--- src/rtl/and_unit_arbiter.sv ---
// and_unit_arbiter: round-robin front end that shares one clocked AND unit
// between NREQ requesters. One operation is in flight at a time; the result
// comes back tagged with the ID of the requester that issued it.
module and_unit_arbiter #(
  parameter int NREQ  = 4,
  parameter int WIDTH = 8,
  parameter int LAT   = 1
) (
  input  logic                     clk,
  input  logic                     reset,
  input  logic [NREQ-1:0]          req_valid,
  input  logic [NREQ*WIDTH-1:0]    req_a,
  input  logic [NREQ*WIDTH-1:0]    req_b,
  output logic [NREQ-1:0]          req_ready,
  output logic [WIDTH-1:0]         unit_a,
  output logic [WIDTH-1:0]         unit_b,
  input  logic [WIDTH-1:0]         unit_y,
  output logic                     rsp_valid,
  input  logic                     rsp_ready,
  output logic [$clog2(NREQ)-1:0]  rsp_id,
  output logic [WIDTH-1:0]         rsp_data,
  output logic                     busy
);

  localparam int IDW = $clog2(NREQ);
  localparam int CW  = $clog2(LAT + 1);

  typedef enum logic [1:0] {
    IDLE,
    BUSY,
    RESP
  } state_t;

  state_t           state;
  logic [IDW-1:0]   ptr;
  logic [CW-1:0]    cnt;

  logic             grant_found;
  logic [IDW-1:0]   grant_idx;
  logic [IDW-1:0]   scan_idx;
  logic             accept;

  // Find the first valid requester at or after ptr, wrapping modulo NREQ.
  always_comb begin
    grant_found = 1'b0;
    grant_idx   = '0;
    scan_idx    = '0;
    for (int k = 0; k < NREQ; k++) begin
      scan_idx = IDW'((int'(ptr) + k) % NREQ);
      if (!grant_found && req_valid[scan_idx]) begin
        grant_found = 1'b1;
        grant_idx   = scan_idx;
      end
    end
  end

  // Offer the winner a one-hot ready strobe, only while the unit is free.
  always_comb begin
    accept    = (state == IDLE) && grant_found;
    req_ready = accept ? (NREQ'(1) << grant_idx) : '0;
  end

  assign busy = (state != IDLE);

  // Sequencer: launch the operands, count out the unit latency, hold the
  // response until the consumer takes it.
  always_ff @(posedge clk) begin
    if (reset) begin
      state     <= IDLE;
      ptr       <= '0;
      cnt       <= '0;
      unit_a    <= '0;
      unit_b    <= '0;
      rsp_valid <= 1'b0;
      rsp_id    <= '0;
      rsp_data  <= '0;
    end else begin
      unique case (state)
        IDLE: begin
          if (accept) begin
            unit_a <= req_a[grant_idx*WIDTH +: WIDTH];
            unit_b <= req_b[grant_idx*WIDTH +: WIDTH];
            rsp_id <= grant_idx;
            ptr    <= (int'(grant_idx) == NREQ - 1) ? '0 : grant_idx + IDW'(1);
            cnt    <= CW'(LAT);
            state  <= BUSY;
          end
        end
        BUSY: begin
          if (cnt != '0) begin
            cnt <= cnt - CW'(1);
          end else begin
            rsp_data  <= unit_y;
            rsp_valid <= 1'b1;
            state     <= RESP;
          end
        end
        RESP: begin
          if (rsp_ready) begin
            rsp_valid <= 1'b0;
            state     <= IDLE;
          end
        end
        default: state <= IDLE;
      endcase
    end
  end

endmodule

--- config.mk ---
export PLATFORM = sky130hd
export DESIGN_NAME = and_unit_arbiter
export DESIGN_NICKNAME = d
export VERILOG_FILES = /design/src/rtl/and_unit_arbiter.sv
export SDC_FILE = /design/constraint.sdc
export NUM_CORES = 1
export LEC_CHECK = 0
export ABC_AREA = 1
export CAP_MARGIN = 20
export CORE_ASPECT_RATIO = 1.5
export CORE_MARGIN = 3
export CORE_UTILIZATION = 43
export CTS_CLUSTER_SIZE = 28
export DETAILED_ROUTE_END_ITERATION = 8
export GPL_TIMING_DRIVEN = 0
export PLACE_DENSITY = 0.95
export SYNTH_ARGS = -nofsm -noshare
export SYNTH_HDL_FRONTEND = slang
export SYNTH_SLANG_ARGS = --single-unit
--- constraint.sdc ---
create_clock -name clk -period 4.5 [get_ports clk]
set_clock_uncertainty 0.2 [all_clocks]
set_input_delay 0.9 -clock clk [delete_from_list [all_inputs] [get_ports clk]]
set_output_delay 0.9 -clock clk [all_outputs]
set_load 0.05 [all_outputs]
After elaboration in Yosys (flattened, before gate mapping)
Index checks and enable logic that the tools add are counted.

Flip-flop bits (word level): 32. Word-level logic and storage cells: 71. Output and inout port bits: 32.

Reduce and logical (&&, ||, !) cells: 16. Add/subtract/negate cells: 5. Shift operators: 3. Bitwise gates (word level): 1. Mux-type cells: 28. Order comparisons: 4. Eq/ne operators: 6.

Operators by type and width (count): indexed part select 32 x 6 -> 8 bit (2); two-way mux 2 bit (8); < comparator 2 x 3 -> 1 bit, second input constant (4); two-way mux 1 bit (12); binary-select mux 1 bit (select 2 bit) (4); != test 2 bit, second input constant (3); case mux 2 bit (3 select lines) (1); AND reduction 2 bit (3); AND reduction 3 bit (2); nonzero test 2 bit (3); adder 2 x 1 -> 2 bit, second input constant (2); adder 2 bit, second input constant (2); == test 2 x 1 -> 1 bit, second input constant (2); logical AND 1 bit (4); two-way mux 4 bit (1); case mux 1 bit (2 select lines) (2); << shifter 1 x 2 -> 4 bit, first input constant (1); zero test 1 bit (3); == test 2 bit, second input constant (1); zero test 2 bit (1); NOT 1 bit (1); subtractor 1 bit, second input constant (1).

Depth between registers and ports, before layout
Gate-level depths: netlist (run 1).

Depth after elaboration: 15. Gate-level depth with buffers: 17.

Worst setup path after synthesis (run 1)
OpenSTA, ideal clock, no wires.

Path kind: in2out. Start: input req_valid[3]. End: output req_ready[0]. Stages: 11. Setup slack: 637 ps. Required time: 3400 ps. Arrival time: 2763 ps. Path through: inv_1 nand2_1 nand3_1 nand2_1 inv_1 nand3b_1 nand2_1 inv_1 nand2_2 buf_2 nor3_1.

Longest elaborated chain between the ends: 14.

RTL lines: start, declared (line 11) `input logic [NREQ-1:0] req_valid,`; binary-select mux 1 bit (select 2 bit) (line 50) `if (!grant_found && req_valid[scan_idx]) begin`; two-way mux 1 bit (implied by the code) (line 50); two-way mux 1 bit (line 50); zero test 1 bit (line 50); logical AND 1 bit (line 50); two-way mux 1 bit (line 50); zero test 1 bit (line 50); logical AND 1 bit (line 50); two-way mux 1 bit (line 50); zero test 1 bit (line 50); logical AND 1 bit (line 50); two-way mux 2 bit / two-way mux 1 bit (equally long branches) (line 50); << shifter 1 x 2 -> 4 bit / logical AND 1 bit (equally long branches) (line 60, 59); two-way mux 4 bit * (line 60) `req_ready = accept ? (NREQ'(1) << grant_idx) : '0;`; end, declared (line 14) `output logic [NREQ-1:0] req_ready,`.

Every way passes the cells marked *; elsewhere a longest branch is shown, timed or not. The select of a mux whose other input is x is not followed.

Worst setup path in the final report (run 1)
Start: input req_valid[3]. End: output req_ready[3].

Same word-level chain as after synthesis.

==> results of run 1 <==
layout by cell type (no fill, tap or decap), drive strengths merged:
cell type,count
nand2,140
o211ai,1
a211oi,1
or2,1
nor3,1
nand3,37
buf,16
clkdlybuf4s50,106
inv,37
dlymetal6s2s,2
clkbuf,12
dfxtp,32
a21oi,14
nor2,42
dlygate4sd2,2
nand3b,2
o21ai,14
bufinv,1
nand4,25
worst register-to-register path: stages, from the launching register on:
cell and delay (ns):
dfxtp_1 0.46, inv_2 0.09, nand2_1 0.06, nand2_1 0.10
nand2_1 0.11, nand2_1 0.08, nor2_2 0.14, nand3_4 0.17
buf_1 0.30, nand4_1 0.16, nand2_1 0.08, nand2_1 0.07
nand3_1 0.09, nand2_1 0.08, inv_1 0.04
cells by family (layout without fill, tap and decap cells):
logic type      Yosys count  count (layout)  share of synthesized area, %
compound gates           30              30                          7.17
simple gates            248             248                          50.9
buf+inv                  58             176                          12.3
flops                    32              32                          29.6
power groups by stage:
| stage | Sequential, mW | Combinational (mW) | Clock [mW] |
|---|---|---|---|
| 2_1_floorplan | 0.754 | 1.25 | 0 |
| 3_3_place_gp | 0.451 | 2.08 | 0 |
| 3_5_place_dp | 0.458 | 2.13 | 0 |
| 4_1_cts | 0.454 | 2.15 | 0.305 |
| 5_1_grt | 0.467 | 2.38 | 0.320 |
| 6_report | 0.455 | 2.17 | 0.308 |
routing by layer:
layer / vias up / share of wire [%] / track usage, %
li1: 1414 / - / -
met1: 1315 / 36 / 27.0
met2: 139 / 53 / 46.4
met3: 35 / 5.6 / 4.73
met4: 0 / 4.7 / 16.6
met5: - / 0 / 0
final timing paths:
| kind | end | depth (start not counted) | start | slack [ns] |
|---|---|---|---|---|
| worst max-delay path | req_ready[3] | 13 | req_valid[3] | 0.20 |
| worst min-delay path | rsp_data[7] | 2 | rsp_data[7] | 0.25 |
| worst max register to register | unit_b[2] | 14 | ptr[1] | 2.16 |
| worst min register to register | rsp_data[7] | 2 | rsp_data[7] | 0.25 |
stage by stage:
stage	cells	hold slack [ns]	setup TNS [ns]	worst slack [ns]
global placement	544	0.232	-0.00771	-0.00771
floorplan	368	0.252	0	0.637
detailed placement	544	0.234	-0.0669	-0.0669
CTS	552	0.244	0	0.00776
finish	552	0.245	0	0.196
global route	552	0.274	0	0.0535
final cells by class:
type	instances	area, sq um	share of cell area [%]
clock buffer	7	96.3	2.77
clock inverter	1	30.0	0.864
timing repair buffer	110	1100	31.7
buffer	21	125	3.60
sequential	32	641	18.4
multi-input combinational	278	1260	36.1
tap	66	82.6	2.38
inverter	37	141	4.07
flip-flops by register name, summed over array words and instances, names as in the netlist:
register / count
ptr: 2
rsp_data: 8
rsp_id: 2
unit_a: 8
cnt: 1
state: 2
unit_b: 8
rsp_valid: 1
what timing repair did:
item,CTS,global route
gates resized for setup,2,2
gates cloned,0,0
endpoints found under the setup margin,2,2
==> results.tsv, run 1 <==
metric	value	unit
slowest CP cell	dlygate4sd2_1	
Commonest cells post-synth	nand2_1 (136), nor2_1 (40), nand3_1 (34), inv_1 (33), dfxtp_1 (32)	
Top cell by count, worst path	nand2_1	
core area	0.00485	sq mm
Final Cell Area	0.00348	sq mm
IO Port Bufs	110	
Initial DRT Pass Iterations	4	
clock group share of total power	10.5	%
maximum number of pins on one net before global-route repair	11	
Seq pwr share	15.5	%
Psw	1.62	mW
outcome	finished, final reports clean	
Vias/cell	5.26	
syn nets	447	
Post-DP HPWL	5.76	mm
Initial Util	44.6	%
Final Hold Viols	0	
clk_lat worst skew	0.29	ns
total power	2.93	mW
post-CTS setup buffers	0	
power per cell area	843	mW/mm^2
Synth-to-Final Area Change	60.7	%
vias in the first global route	2808	
filler instances	389	
GRT Resource Usage Total	25.9	%
remaining antenna violation count	0	
Max Transition Viols Final	0	
crit path capture type	primary output	
TritonCTS Buffers	5	
sequential area share after synthesis	29.6	%
fin util	71.7	%
# diodes	0	
Slew HR	64.1	%
Max clock buf depth	2	
switching share of total power	55.4	%
CP Launch Type	input port	
clk root buf	clkbuf_8	
Peak Freq	0.232	GHz
arrival time worst endpoint	3.20	ns
Post-Route WL	7.60	mm
gp weighted congestion	0.916	
global-route wire length before repair	12.3	mm
# IOs	111	
WP buf/inv	5	
synth top area cells	dfxtp_1 (30%), nand2_1 (24%), nand3_1 (7.9%)	
dpl cell area	0.00335	sq mm
Avg Cell Area, Syn	5.88	sq um
initial antenna violation count	0	
Req. time, crit path	3.40	ns
Primary FF master, synth	dfxtp_1	
Seq cells post-synth	32	
routed length per instance	13.8	microns
Synth cell types	26	
DRC	0	
worst slew pin tran	0.537	ns
Worst Path Max Fanout	10	
Die ar.	0.00594	sq mm
yosys warns	0	
delay of the slowest critical-path stage	0.54	ns
fraction of layout cells with a size suffix above 1	7.61	%
Cell Area, Synth	0.00216	sq mm
P_leak	1.70	nW
clock-pin slew on the worst setup and hold paths	0.06	ns
cell taking the most area after synthesis	dfxtp_1	
clk sinks	32	
post-synth top area share	29.6	%
Cells after Synth	368	
Max-Cap Viols	0	
worst hold path class	register to register	
grt total ovfl	0	
CP Cell Sequence	clkdlybuf4s50_1, inv_1, nand2_1, nand2_1, nand2_1, o21ai_1, nand3_4, nand2_4, inv_2, buf_2, nand2_1, nor2_1, dlygate4sd2_1	
Logic pwr share	74.0	%
RSZ-0062 raised after global routing	false	
Pint	1.31	mW
Chip Height	92.9	microns
setup violators final	0	
share of flip-flops with an asynchronous set or reset	0	%
CP delay by family, top	buffers and inverters	
H-tree depth	2	
CTS tree	yes	
Post-synth EDFFs	0	
Cell Rows	31	
worst vdd rail ir drop	0.432	mV
routed via count	2903	
Setup CP Type	input port to primary output	
initial DRC count	178	
count leader, synth	nand2_1	
Period minus WS final	4.30	ns
hold_buf cts	0	
Tcrit/Tclk final	95.6	%
DIE WIDTH	63.9	microns
fin nets	564	
(Power assumes the default switching activity.)
==> run 2, diff against run 1 <==
--- a/config.mk
+++ b/config.mk
@@ -9,11 +9,13 @@
 export CAP_MARGIN = 20
 export CORE_ASPECT_RATIO = 1.5
 export CORE_MARGIN = 3
-export CORE_UTILIZATION = 43
+export CORE_UTILIZATION = 45
 export CTS_CLUSTER_SIZE = 28
 export DETAILED_ROUTE_END_ITERATION = 8
+export DONT_BUFFER_PORTS = 1
 export GPL_TIMING_DRIVEN = 0
-export PLACE_DENSITY = 0.95
+export PLACE_DENSITY = 0.71
+export SKIP_LAST_GASP = 1
 export SYNTH_ARGS = -nofsm -noshare
 export SYNTH_HDL_FRONTEND = slang
 export SYNTH_SLANG_ARGS = --single-unit
==> run 2 against run 1 <==
Worst setup slack better by 0.46 ns. Critical path type unchanged. Highest routed layer unchanged. Maximum frequency is 12% higher. Clock-buffer cell count is 1 lower. Register-to-register slack better by 0.12 ns. Critical endpoint unchanged. Critical path depth is 2 lower. Sequential power is 69% higher. Final area is 32% lower.
==> results.tsv, run 2 (same netlist as run 1, synthesis figures left out) <==
metric	value	unit
outcome	finished, final reports clean	
slowest CP cell	nor2_1	
routed length per instance	13.6	microns
gp weighted congestion	0.867	
grt total ovfl	0	
worst vdd rail ir drop	0.464	mV
crit path capture type	primary output	
H-tree depth	2	
arrival time worst endpoint	2.74	ns
Max Transition Viols Final	0	
# IOs	111	
CP Cell Sequence	inv_1, nand2_1, nand3_1, nand2_1, inv_1, nand3_4, nand2_4, inv_2, buf_2, nand2_1, nor2_1	
PostCTS Resize Cnt	0	
GRT Resource Usage Total	21.1	%
power per cell area	1090	mW/mm^2
remaining antenna violation count	0	
clk sinks	32	
most common cell after layout, fill and taps aside	nand2_1	
Peak Freq	0.260	GHz
Slew HR	39.1	%
multi-input logic area	0.00126	sq mm
CTS tree	yes	
Synth-to-Final Area Change	9.02	%
vias in the first global route	2178	
fin util	51.5	%
initial antenna violation count	0	
routed via count	2280	
Top cell by count, worst path	nand2_1	
RSZ-0062 raised after global routing	false	
Initial Util	47.2	%
worst hold path class	register to register	
most frequent cells in the layout	nand2_1 (136), nor2_1 (40), nand3_1 (34)	
clk root buf	clkbuf_8	
Max-Cap Viols	0	
Chip Height	90.9	microns
IO Port Bufs	0	
TNS Setup	0	ns
Worst Path Max Fanout	10	
post-CTS setup buffers	0	
CP Launch Type	input port	
clock-pin slew on the worst setup and hold paths	0.06	ns
global-route wire length before repair	9.89	mm
Period minus WS final	3.84	ns
fin nets	455	
hold_buf cts	0	
Initial DRT Pass Iterations	4	
fraction of layout cells with a size suffix above 1	9.81	%
Post-DP HPWL	4.78	mm
Final Hold Viols	0	
Die ar.	0.00569	sq mm
Req. time, crit path	3.40	ns
clk_lat worst skew	0.28	ns
# diodes	0	
DIE WIDTH	62.6	microns
Storage cell area	641	sq um
Cell Rows	30	
setup violators final	0	
Tcrit/Tclk final	85.3	%
maximum number of pins on one net before global-route repair	11	
DRC	0	
initial DRC count	92	
Post-Route WL	5.98	mm
Max clock buf depth	2	
core area	0.00458	sq mm
Vias/cell	5.17	
P_leak	1.24	nW
worst slew pin tran	0.910	ns
TritonCTS Buffers	5	
Setup CP Type	input port to primary output	
largest registers	rsp_data x8, unit_a x8, unit_b x8	
filler instances	509	
delay of the slowest critical-path stage	0.68	ns
==> run 2: cell count changes in the layout (fill, tap and decap cells not counted), moves of 2 or more <==
cell	previous run	this run
clkdlybuf4s50_1	106	0
clkbuf_8	7	5
dlygate4sd2_1	2	0
dlymetal6s2s_1	2	0
==> run 2: routing by layer <==
| layer | up-vias | wire [microns] | global-route usage, % |
|---|---|---|---|
| li1 | 1200 | - | - |
| met1 | 976 | 2400 | 23.5 |
| met2 | 98 | 3010 | 37.9 |
| met3 | 6 | 474 | 5.35 |
| met4 | 0 | 87 | 7.92 |
| met5 | - | 0 | 0 |
==> run 2: final timing paths <==
path | slack [ns] | depth (start not counted) | to | from
worst max-delay path | 0.66 | 11 | req_ready[3] | req_valid[3]
worst max register to register | 2.28 | 14 | unit_a[5] | ptr[1]
worst min register to register | 0.28 | 2 | cnt | cnt
worst min-delay path | 0.28 | 2 | cnt | cnt
==> run 2: worst max-delay path, delay by kind of cell <==
family | cells | cell delay [ns]
simple gates | 7 | 1.34
buf+inv | 4 | 0.50
==> run 2: layout make-up <==
class | instances | area share [%]
multi-input cells | 278 | 53.3
flip-flops and latches | 32 | 27.2
inverters | 37 | 5.99
plain buffers | 21 | 5.31
well taps | 64 | 3.40
clock buffers | 6 | 3.08
clock inverters | 2 | 1.49
repair buffers | 1 | 0.318
==> run 2: per-stage QoR <==
stage	std cells	hold slack [ns]	total power [mW]	setup WS (ns)	area, sq um
after floorplan	368	0.252	2.00	0.637	2160
after global placement	432	0.262	2.28	0.461	2240
after detailed placement	433	0.275	2.31	0.683	2250
after CTS	441	0.285	2.58	0.678	2360
after global routing	441	0.315	2.82	0.500	2360
final	441	0.283	2.58	0.660	2360
==> run 2: power by group <==
part	leakage (nW)	switching [mW]	internal, mW
combinational	0.916	1.05	0.496
clock	0.0552	0.100	0.164
sequential	0.265	0.375	0.393
==> run 3, diff against run 2 <==
--- a/config.mk
+++ b/config.mk
@@ -9,12 +9,12 @@
 export CAP_MARGIN = 20
 export CORE_ASPECT_RATIO = 1.5
 export CORE_MARGIN = 3
-export CORE_UTILIZATION = 45
-export CTS_CLUSTER_SIZE = 28
+export CORE_UTILIZATION = 40
+export CTS_CLUSTER_SIZE = 40
 export DETAILED_ROUTE_END_ITERATION = 8
 export DONT_BUFFER_PORTS = 1
 export GPL_TIMING_DRIVEN = 0
-export PLACE_DENSITY = 0.71
+export PLACE_DENSITY = 0.65
 export SKIP_LAST_GASP = 1
 export SYNTH_ARGS = -nofsm -noshare
 export SYNTH_HDL_FRONTEND = slang
==> run 3 against run 2 <==
Sequential power about the same. Critical path depth unchanged. First-iteration DRC count down 1.1%. Clock power down 23%. Wire length grew 3.4%. Power down 2.5%. Clock-buffer cell count stayed put. Hold slack got worse by 0.0089 ns. Critical endpoint unchanged. Utilization decreased by 6.7 points. Final area fell by 1.1%. Via count increased by 0.26%.
==> results.tsv, run 3 (same netlist as run 1, synthesis figures left out) <==
metric	value	unit
outcome	finished, final reports clean	
routed length per instance	13.9	microns
Period minus WS final	3.81	ns
gp weighted congestion	0.843	
Vias/cell	5.15	
fraction of layout cells with a size suffix above 1	9.57	%
RSZ-0062 raised after global routing	false	
most common cell after layout, fill and taps aside	nand2_1	
clock-pin slew on the worst setup and hold paths	0.06	ns
# IOs	111	
remaining antenna violation count	0	
clk root buf	clkbuf_8	
Die ar.	0.00634	sq mm
TritonCTS Buffers	5	
most frequent cells in the layout	nand2_1 (136), nor2_1 (40), nand3_1 (34)	
Tcrit/Tclk final	84.7	%
Slew HR	38.6	%
Setup CP Type	input port to primary output	
Chip Height	96.1	microns
DIE WIDTH	66.0	microns
Max-Cap Viols	0	
Worst Path Max Fanout	10	
H-tree depth	2	
CP Launch Type	input port	
fin util	44.8	%
Final Hold Viols	0	
GRT Resource Usage Total	19.6	%
dpl cell area	0.00226	sq mm
Max Transition Viols Final	0	
maximum number of pins on one net before global-route repair	11	
Post-Route WL	6.18	mm
arrival time worst endpoint	2.71	ns
clk_lat worst skew	0.28	ns
DRC	0	
clk sinks	32	
largest registers	rsp_data x8, unit_a x8, unit_b x8	
Peak Freq	0.262	GHz
core area	0.00520	sq mm
Initial Util	41.6	%
Req. time, crit path	3.40	ns
worst slew pin tran	0.917	ns
Initial DRT Pass Iterations	4	
PostCTS Resize Cnt	0	
initial antenna violation count	0	
grt total ovfl	0	
filler instances	593	
routed via count	2286	
fin nets	455	
DP Cell Count	437	
P_leak	1.22	nW
Final Cell Area	0.00233	sq mm
Cell Rows	32	
TNS Setup	0	ns
power per cell area	1080	mW/mm^2
worst vdd rail ir drop	0.393	mV
hold_buf cts	0	
Synth-to-Final Area Change	7.87	%
vias in the first global route	2030	
Final Instance Count excl. Fillers	444	
post-CTS setup buffers	0	
Max clock buf depth	2	
crit path capture type	primary output	
IO Port Bufs	0	
initial DRC count	91	
worst hold path class	register to register	
global-route wire length before repair	9.52	mm
CTS tree	yes	
setup violators final	0	
Post-DP HPWL	5.00	mm
# diodes	0	
## run 3: cell count changes in the layout (fill, tap and decap cells not counted)
cell / change
bufinv_16: -1
## run 3: final timing paths
check             slack (ns)          from            to  cells after the start
hold reg to reg         0.27           cnt           cnt                      2
hold / removal          0.27           cnt           cnt                      2
setup / recovery        0.69  req_valid[2]  req_ready[3]                     11
setup reg to reg        2.29        ptr[1]     unit_b[2]                     14
## run 3: layer usage
metal,global-route usage [%],wire length (microns),vias up
li1,-,-,1198
met1,21.3,2420,1002
met2,35.6,3170,76
met3,5.02,453,10
met4,7.97,130,0
met5,0,0,-
## run 3: cell type report
class	count	area, sq um	share of cell area (%)
Multi-Input combinational cell	278	1260	53.8
Clock buffer	6	72.6	3.11
Clock inverter	1	5.00	0.214
Buffer	21	125	5.36
Inverter	37	141	6.06
Timing Repair Buffer	1	7.51	0.322
Tap cell	68	85.1	3.65
Sequential cell	32	641	27.5
## run 3: critical path, stage by stage
cell and delay [ns]:
inv_1 0.03, nand2_1 0.07, nand3_1 0.09, nand2_1 0.09, inv_1 0.08, nand3_4 0.16, nand2_4 0.12, inv_2 0.14
buf_2 0.24, nand2_1 0.10, nor2_1 0.69
## run 3: metrics by stage
stage	worst slack, ns	hold WS (ns)	total power [mW]
after floorplan	0.637	0.252	2.00
after global placement	0.440	0.263	2.29
after detailed placement	0.672	0.270	2.33
after CTS	0.665	0.279	2.54
after global routing	0.483	0.307	2.76
final	0.689	0.274	2.52
## run 3: power breakdown
part,internal (mW),switching [mW]
clock,0.105,0.0979
combinational,0.496,1.05
sequential,0.393,0.376
==> RTL edit (flow settings as in run 1) <==
The parameter `NREQ` goes from 4 to 8.
--- a/src/rtl/and_unit_arbiter.sv
+++ b/src/rtl/and_unit_arbiter.sv
@@ -2,7 +2,7 @@
 // between NREQ requesters. One operation is in flight at a time; the result
 // comes back tagged with the ID of the requester that issued it.
 module and_unit_arbiter #(
-  parameter int NREQ  = 4,
+  parameter int NREQ  = 8,
   parameter int WIDTH = 8,
   parameter int LAT   = 1
 ) (
Ports: changed (5 resized); port bits go from 111 to 184. The function was not compared with the original's and may differ.
==> RTL edit against run 1 <==
Cell area increased by 81%. Hold slack better by 0.0050 ns. Routed wire length grew 100%. Setup slack lost 0.14 ns. Synthesized cell count grew 76%. Sequential cell count up 2. Area after synthesis is 72% higher. Critical endpoint is now req_ready[2]. Largest cell class unchanged.
Power is left out: the tool's default activity adds up to more than one toggle a clock period on the data nets, which glitch-free logic cannot reach.
==> RTL edit: results (changes against run 1) <==
----------------------------------------------------
[Global route]
  Via count of the first global-routing pass ... 4811 (+71%)
  Maximum number of pins on one net before global-route repair ... 13 (+2)
  Overflow left after global routing ... 0 (unchanged)
  All-Layer GR Usage ... 28.9% (+3.0 points)
  First-pass GRT wire length ... 22300 um (+82%)
  Antenna violations before repair ... 0 (unchanged)

[Yosys]
  Syn_area_per_cell ... 5.75 sq um (-2.3%)
  Share of async-settable or async-resettable flops after synthesis ... 0% (unchanged)
  Synthesized netlist net count ... 802 (+79%)
  Leading post-synthesis cells by cell area ... sky130_fd_sc_hd__nand2_1 (20%), sky130_fd_sc_hd__nand3_1 (19%), sky130_fd_sc_hd__dfxtp_1 (18%), sky130_fd_sc_hd__inv_1 (7.7%), sky130_fd_sc_hd__nand3b_1 (7.0%)
  Sequential area share after synthesis ... 18.3% (-11 points)
  Top cell types by occurrence after synthesis ... sky130_fd_sc_hd__nand2_1 (199), sky130_fd_sc_hd__nand3_1 (138), sky130_fd_sc_hd__inv_1 (76)
  Most used flip-flop cell after synthesis ... sky130_fd_sc_hd__dfxtp_1
  Ys Warns ... 0 (unchanged)
  Number of distinct library cells after synthesis ... 37 (+42%)

[Detailed routing]
  Number of detailed-routing iterations run before antenna repair ... 7 (+3)
  Initial drt markers ... 325 (+83%)
  DR WL/cell ... 15.8 um (+15%)
  Total vias in the final route ... 5092 (+75%)

[Cells and area]
  Fill cells ... 652 (+68%)
  Largest regs ... rsp_data: 8 flops, unit_a: 8 flops, unit_b: 8 flops
  Ant. Diodes ... 0 (unchanged)
  Layout cell share with drive strength beyond 1 ... 15.8% (+8.2 points)
  NumNets Final ... 1008 (+79%)
  Final Instance Count excl. Fillers ... 963 (+74%)

[Place]
  Half-perimeter wire length of the detailed placement result ... 11200 um (+95%)
  Pre-CTS setup slack ... -0.796 ns (-0.729 ns)
  Placer congestion estimate ... 0.996 (+8.7%)
  Count of buffers from port buffering ... 183 (+66%)
  Instance count after placement with tap cells included ... 939 (+73%)

[CTS]
  Reg clk slew, reported paths ... 0.06 ns (about the same)
  Total CTS buffers ... 5 (unchanged)
  Maximum buffer depth of the clock tree ... 2 (unchanged)
  Depth of the CTS H-tree ... 2 (unchanged)
  Clock insertion delay at the later pin of the skew report ... 0.28 ns
  Clock root buffer master ... sky130_fd_sc_hd__clkbuf_16

[Worst hold path]
  Number of stages on the worst hold path ... 2 (unchanged)
  Worst hold-check path type ... reg2reg
  Worst hold start ... rsp_data[3]

[Setup path]
  Biggest cell delay along the critical path ... 0.34 ns (-0.20 ns)
  Largest driver fanout on the critical path ... 10 (unchanged)
  Critical path origin ... ptr[0]
  Worst-case reg-to-reg path depth ... 17 (+3)
  Crit Reg-Reg Startpoint ... ptr[1]
  Arrival time of data at the critical path endpoint ... 3.34 ns (+0.14 ns)
  Slowest-stage cell, CP ... sky130_fd_sc_hd__dfxtp_1
  Cell family with the largest share of critical-path delay ... simple AND/OR/NAND/NOR gates

[Timing]
  Tightest slew margin relative to the limit ... 61.5% (-2.6 points)

[Run status]
  Result of the run ... complete, no violations

----------------------------------------------------
==> RTL edit: path summary, 6_finish.rpt <==
check                 end  slack [ns]
max          req_ready[2]        0.06
min           rsp_data[3]        0.25
max reg2reg     unit_a[7]        0.93
min reg2reg   rsp_data[3]        0.25
==> RTL edit: through the flow <==
stage                     area, sq um  util [%]
after floorplan                  3740         -
after global placement           5710      67.9
after detailed placement         5710      67.9
after CTS                        6030      71.7
after global routing             6290      74.8
final                            6290      74.8
==> RTL edit: what timing repair did <==
item	4_1_cts	5_1_grt
gates resized for setup	76	46
gates cloned	0	1
pin swaps	14	21
hold buffers	0	0
endpoints found under the hold margin	0	0
setup endpoints to repair	8	8
setup buffers	5	13
==> RTL edit: logic make-up after synthesis <==
| kind of cell | count (synthesis) | synth area share, % |
|---|---|---|
| xor+xnor | 4 | 1.64 |
| flops | 34 | 18.3 |
| fa+ha+maj | 6 | 2.01 |
| compound gates | 36 | 5.57 |
| buf+inv | 128 | 16.8 |
| simple gates | 441 | 55.7 |
==> RTL edit: area by class of cell <==
cell class	instances	area, sq um	area share [%]
buffer	40	298	4.73
clock buffer	5	125	1.99
clock inverter	3	68.8	1.09
inverter	85	329	5.23
multi-input combinational	487	2640	42.0
sequential	34	681	10.8
tap	107	134	2.13
timing repair buffer	202	2010	32.0
==> RTL edit: per-layer routing <==
metal	global-route usage (%)	up-vias	share of wire [%]
li1	-	2479	-
met1	31.8	2266	35
met2	52.2	274	53
met3	3.98	73	6.7
met4	14.1	0	5.4
met5	0	-	0
==> RTL edit: worst register-to-register path, delay by kind of cell (launching register included) <==
family                     cells  cell delay, ns
AOI/OAI and AO/OA              1            0.21
adders and majority gates      1            0.35
buffers and inverters          8            1.57
DFF                            1            0.34
and+or+nand+nor                7            0.81
